<file path="config.mk">
export PLATFORM = sky130hd
export DESIGN_NAME = mc_loader
export DESIGN_NICKNAME = d
export VERILOG_FILES = /design/src/rtl/mc_loader.sv
export SDC_FILE = /design/constraint.sdc
export NUM_CORES = 1
export LEC_CHECK = 0
export CAP_MARGIN = 20
export CELL_PAD_IN_SITES_DETAIL_PLACEMENT = 1
export CELL_PAD_IN_SITES_GLOBAL_PLACEMENT = 2
export CORE_UTILIZATION = 27
export CTS_CLUSTER_DIAMETER = 120
export DETAILED_ROUTE_END_ITERATION = 6
export GPL_TIMING_DRIVEN = 0
export PLACE_DENSITY_LB_ADDON = 0.1
export SYNTH_ARGS = -nofsm -noshare
export SYNTH_HDL_FRONTEND = slang
export SYNTH_SLANG_ARGS = --single-unit
</file>
<file path="constraint.sdc">
create_clock -name clk -period 1.8 [get_ports clk]
set_clock_uncertainty 0.1 [all_clocks]
set_input_delay 0.27 -clock clk [delete_from_list [all_inputs] [get_ports clk]]
set_output_delay 0.27 -clock clk [all_outputs]
set_load 0.02 [all_outputs]
</file>
<file path="src/rtl/mc_loader.sv">
// -----------------------------------------------------------------------------
// mc_loader
//
// Boot-time loader for the 64-bit microcode control store. A byte stream
// arrives over a valid/ready handshake; every eight bytes are packed into one
// microword (first byte in the most significant lane). Each finished word is
// written into the control store with a SETUP / STROBE / HOLD sequence on the
// active-low strobes. Words are written in order at addresses 0..WORDS-1,
// after which the loader reports completion so the sequencer can start
// fetching.
//
// Parameters
//   WORDS     number of microwords to load (1..256)
//   WR_PULSE  number of cycles _w is held low per write (>= 1)
//
// Ports
//   clk         system clock, all logic on the rising edge
//   reset       synchronous, active-high reset
//   start       one-cycle pulse, begins a load when idle or done
//   byte_in     stream byte
//   byte_valid  byte_in is valid this cycle
//   byte_ready  loader accepts a byte this cycle (COLLECT only)
//   _cs         control-store chip select, active low
//   _oe         control-store output enable, active low (held inactive)
//   _w          control-store write strobe, active low
//   addr        control-store word address
//   data_in     word being written, drives the store's data input
//   busy        load in progress
//   done        all WORDS written
//   checksum    mod-256 sum of all bytes accepted since start
//
// Every output comes straight from a register, so the store sees clean,
// glitch-free strobes. addr and data_in only change in COLLECT (and on a
// new start), never while _cs is low, which gives at least one cycle of
// setup before _w falls and one cycle of hold after _w rises.
// -----------------------------------------------------------------------------
module mc_loader #(
    parameter int WORDS    = 256,
    parameter int WR_PULSE = 2
) (
    input  logic        clk,
    input  logic        reset,
    input  logic        start,
    input  logic [7:0]  byte_in,
    input  logic        byte_valid,
    output logic        byte_ready,
    output logic        _cs,
    output logic        _oe,
    output logic        _w,
    output logic [7:0]  addr,
    output logic [63:0] data_in,
    output logic        busy,
    output logic        done,
    output logic [7:0]  checksum
);

    // Width of the strobe-length counter; it only has to count 0..WR_PULSE-1.
    localparam int              PCW        = (WR_PULSE > 1) ? $clog2(WR_PULSE) : 1;
    localparam logic [PCW-1:0]  PULSE_LAST = PCW'(WR_PULSE - 1);
    localparam logic [7:0]      LAST_ADDR  = 8'(WORDS - 1);

    typedef enum logic [2:0] {
        ST_IDLE,
        ST_COLLECT,
        ST_SETUP,
        ST_STROBE,
        ST_HOLD,
        ST_DONE
    } state_t;

    state_t          state_reg;
    logic [2:0]      byte_cnt_reg;
    logic [PCW-1:0]  pulse_cnt_reg;
    logic [7:0]      addr_reg;
    logic [7:0]      checksum_reg;
    logic [63:0]     data_reg;
    logic            byte_ready_reg;
    logic            cs_n_reg;
    logic            w_n_reg;
    logic            busy_reg;
    logic            done_reg;

    // A byte transfers when the loader is ready and the source is valid.
    // byte_ready_reg is high exactly while the FSM sits in COLLECT.
    logic            byte_take;
    logic [63:0]     data_next;
    logic [7:0]      checksum_next;

    assign byte_take     = byte_ready_reg & byte_valid;
    assign checksum_next = checksum_reg + byte_in;

    // Byte-lane steering. Lane gi covers data bits [8*gi+7 : 8*gi]; the first
    // byte of a word (count 0) belongs in lane 7, the eighth (count 7) in
    // lane 0. Lanes not addressed this cycle keep their contents, so a word
    // interrupted by a stall is retained as-is.
    generate
        for (genvar gi = 0; gi < 8; gi++) begin : g_lane
            localparam logic [2:0] LANE_SLOT = 3'(7 - gi);

            assign data_next[8*gi +: 8] =
                (byte_take && (byte_cnt_reg == LANE_SLOT)) ? byte_in
                                                           : data_reg[8*gi +: 8];
        end
    endgenerate

    // -------------------------------------------------------------------------
    // Load sequencer. Outputs are set on the transition into the state that
    // needs them, so each one is a plain register with no decode behind it.
    // -------------------------------------------------------------------------
    always_ff @(posedge clk) begin
        if (reset) begin
            state_reg      <= ST_IDLE;
            byte_cnt_reg   <= 3'd0;
            pulse_cnt_reg  <= '0;
            addr_reg       <= 8'd0;
            checksum_reg   <= 8'd0;
            data_reg       <= 64'd0;
            byte_ready_reg <= 1'b0;
            cs_n_reg       <= 1'b1;
            w_n_reg        <= 1'b1;
            busy_reg       <= 1'b0;
            done_reg       <= 1'b0;
        end else begin
            case (state_reg)
                // A new load can begin from reset-idle or after a finished
                // load; any other state ignores start.
                ST_IDLE, ST_DONE: begin
                    if (start) begin
                        state_reg      <= ST_COLLECT;
                        addr_reg       <= 8'd0;
                        byte_cnt_reg   <= 3'd0;
                        checksum_reg   <= 8'd0;
                        busy_reg       <= 1'b1;
                        done_reg       <= 1'b0;
                        byte_ready_reg <= 1'b1;
                    end
                end

                ST_COLLECT: begin
                    if (byte_take) begin
                        data_reg     <= data_next;
                        checksum_reg <= checksum_next;
                        byte_cnt_reg <= byte_cnt_reg + 3'd1;
                        // The eighth byte completes the word: stop accepting
                        // and select the store for one cycle of setup.
                        if (byte_cnt_reg == 3'd7) begin
                            state_reg      <= ST_SETUP;
                            byte_ready_reg <= 1'b0;
                            cs_n_reg       <= 1'b0;
                        end
                    end
                end

                ST_SETUP: begin
                    state_reg     <= ST_STROBE;
                    w_n_reg       <= 1'b0;
                    pulse_cnt_reg <= '0;
                end

                ST_STROBE: begin
                    if (pulse_cnt_reg == PULSE_LAST) begin
                        state_reg <= ST_HOLD;
                        w_n_reg   <= 1'b1;
                    end else begin
                        pulse_cnt_reg <= pulse_cnt_reg + 1'b1;
                    end
                end

                // addr/data_in stay put through this cycle so the store has
                // hold time after _w rises; the address advances only on the
                // way back into COLLECT, never past the last word.
                ST_HOLD: begin
                    cs_n_reg <= 1'b1;
                    if (addr_reg == LAST_ADDR) begin
                        state_reg <= ST_DONE;
                        busy_reg  <= 1'b0;
                        done_reg  <= 1'b1;
                    end else begin
                        state_reg      <= ST_COLLECT;
                        addr_reg       <= addr_reg + 8'd1;
                        byte_cnt_reg   <= 3'd0;
                        byte_ready_reg <= 1'b1;
                    end
                end

                default: begin
                    state_reg      <= ST_IDLE;
                    byte_ready_reg <= 1'b0;
                    cs_n_reg       <= 1'b1;
                    w_n_reg        <= 1'b1;
                    busy_reg       <= 1'b0;
                    done_reg       <= 1'b0;
                end
            endcase
        end
    end

    assign byte_ready = byte_ready_reg;
    assign _cs        = cs_n_reg;
    assign _w         = w_n_reg;
    assign _oe        = 1'b1;       // the loader only ever writes the store
    assign addr       = addr_reg;
    assign data_in    = data_reg;
    assign busy       = busy_reg;
    assign done       = done_reg;
    assign checksum   = checksum_reg;

endmodule
</file>
==> results.cfg <==
[yosys]
synth_cell_types = 54
synthMostInstantiatedCell = dfxtp_1
syn_area_sq_um = 3990
synth-seq-cells = 92
synth_top_cell_by_area = dfxtp_1
syn_nets = 451
synth.avg_cell_area_sq_um = 9.41
yosys_warnings = 0
synthArstFlopShare_pct = 0
synth_edf_count = 0
synth.area.top_cells = dfxtp_1, mux2i_1, nor2_1, ha_1, a21oi_1
synth_common_cells = dfxtp_1, nor2_1, mux2i_1, a21oi_1, clkbuf_1
synthFlopType = dfxtp_1
ys_seq_area_share_pct = 46.2
syn-instance-count = 424
synth_top_area_share_pct = 46.2

[die]
dieArea_sq_um = 15300
rows = 44
start_util_pct = 27.6
die_w_um = 124
ios = 98
dieHeight_um = 124
core_area_sq_um = 14500

[timing]
fin_crit_sh_pct = 97.8
max_slew_margin_pct = 58.1
rsz0062_at_grt = true
fmax_mhz = 568
tns_ns = 0
fin_crit_ns = 1.76
report.final.hold_viol_count = 0
setup_viol = 0
setup_slack_ns = 0.0402
tightest_slew_ns = 0.629
slew_violations = 0

[placement]
dp_worst_setup_slack_ns = -0.619
place_congestion = 0.798
placed_area_sq_um = 5240
numPortBuffers = 96
hpwlAfterDp_mm = 8.69
placed_cells = 704

[final_layout]
design_area_sq_um = 5900
diodes = 0
syn_to_final_growth_pct = 47.9
largest_register_ffs = 64
final_cell_count_no_fill = 733
nets = 571
fill_cells = 1653
drive_gt1_share_pct = 17.9

[setup_path]
r2r_cells = 6
critPathSlowestCell = or3_4
r2r-start = checksum[2]
worstSetupPathType = reg -> reg
cp-end-kind = register
crit_path_cell_trace = ha_4, o211ai_1, o21ai_2, or3_4, a31o_1, a31oi_1
critical_path_arrival_ns = 1.93
crit_fanout = 3
worstPathRequired_ns = 1.97
critical_path.startpoint = checksum[2]
max_stage_delay_ns = 0.38
start_kind = register

[clock_network]
clock_latency_ns = 0.35
htreeDepth = 3
ctsHoldBuffers = 0
cts_num_sinks = 92
path_clk_slew_ns = 0.07
cts_buffers = 9
clock-root-buffer = clkbuf_16
cts_tree = yes
clockBufferDepth = 2

[detailed_routing]
via_count = 3488
avgRoutedWirePerCell_um = 17.4
drtPass1Iterations = 5
route.detailed.drc = 0
routed_via_density = 4.76
finalWirelength_mm = 12.8
drtIter0Drc = 115
antenna_left = 0

[outcome]
run_status = complete, no violations

[power_and_ir_drop]
vdd_ir_drop_max_uv = 379
leakage_uw = 0.00230
power_density_nw_per_um2 = 724
power.total_uw = 4270

[min_path]
holdCritStartpoint = start
worstHoldPathCells = 3
hold_class = in -> reg

[flow_run]
drv_cap = 0

[global_route]
grt_pass1_wl_mm = 19.6
grt_use_total_pct = 17.5
grt-ovfl-total = 0
grt_max_degree = 17
antenna_found_initial = 0
grt_pass1_vias = 3591
report_power, final:
group / total (uW) / switching, uW / internal (uW)
registers: 2050 / 13.1 / 2030
clock network: 1910 / 871 / 1040
logic: 318 / 193 / 124
total: 4270 / 1080 / 3190
cell usage in the layout, fill, tap and decap left out, types with 10 or more instances in the layout:
master and instances:
clkdlybuf4s50_1 84, nor2_1 81, dfxtp_1 79, mux2i_1 58, a21oi_1 22, buf_4 19
clkbuf_1 17, nand2_1 17, nand3_1 10, dfxtp_4 10, clkbuf_16 10
final timing paths:
path	to	slack, ns
setup / recovery	checksum[7]	0.04
hold / removal	state_reg[0]	0.31
setup reg to reg	checksum[7]	0.04
hold reg to reg	data_in[33]	0.36
routing by layer:
metal,part of all wire [%],vias up,global-route usage [%]
met5,0,-,0
met4,0.85,0,4.29
met3,5.4,5,6.00
met2,50,66,29.8
met1,44,1695,21.0
li1,-,1722,-
layout make-up:
class,instances,area (sq um),area share (%)
Multi-Input combinational cell,297,2220,37.7
Sequential cell,92,1880,31.9
Timing Repair Buffer,114,1120,18.9
Clock buffer,11,254,4.30
Tap cell,184,230,3.90
Buffer,26,140,2.37
Clock inverter,5,38.8,0.657
Inverter,4,15.0,0.254
critical path: cells and delay by family, from the launching register on:
family | cells | cell delay, ns
AOI/OAI and AO/OA | 4 | 0.61
adders and majority gates | 1 | 0.24
DFF | 1 | 0.36
and+or+nand+nor | 1 | 0.38
timing repair:
item	in CTS	in global routing
buffers inserted	5	14
gates cloned	0	0
setup endpoints to repair	47	82
pin swaps	10	21
gates resized for setup	33	47
stage by stage:
step / hold WS (ns) / utilization (%)
after detailed placement: 0.358 / 36.2
after floorplan: 0.337 / -
after CTS: 0.368 / 39.4
final: 0.307 / 40.8
after global placement: 0.353 / 36.2
after global routing: 0.343 / 40.8
logic make-up after synthesis:
group,share of synthesized area (%)
simple gates,17.8
flops,46.2
compound gates,11.6
mux,14.6
buf+inv,4.05
fa+ha+maj,4.89
xor+xnor,0.878
other cells,0.0940
Power figures use the tool's default switching activity.
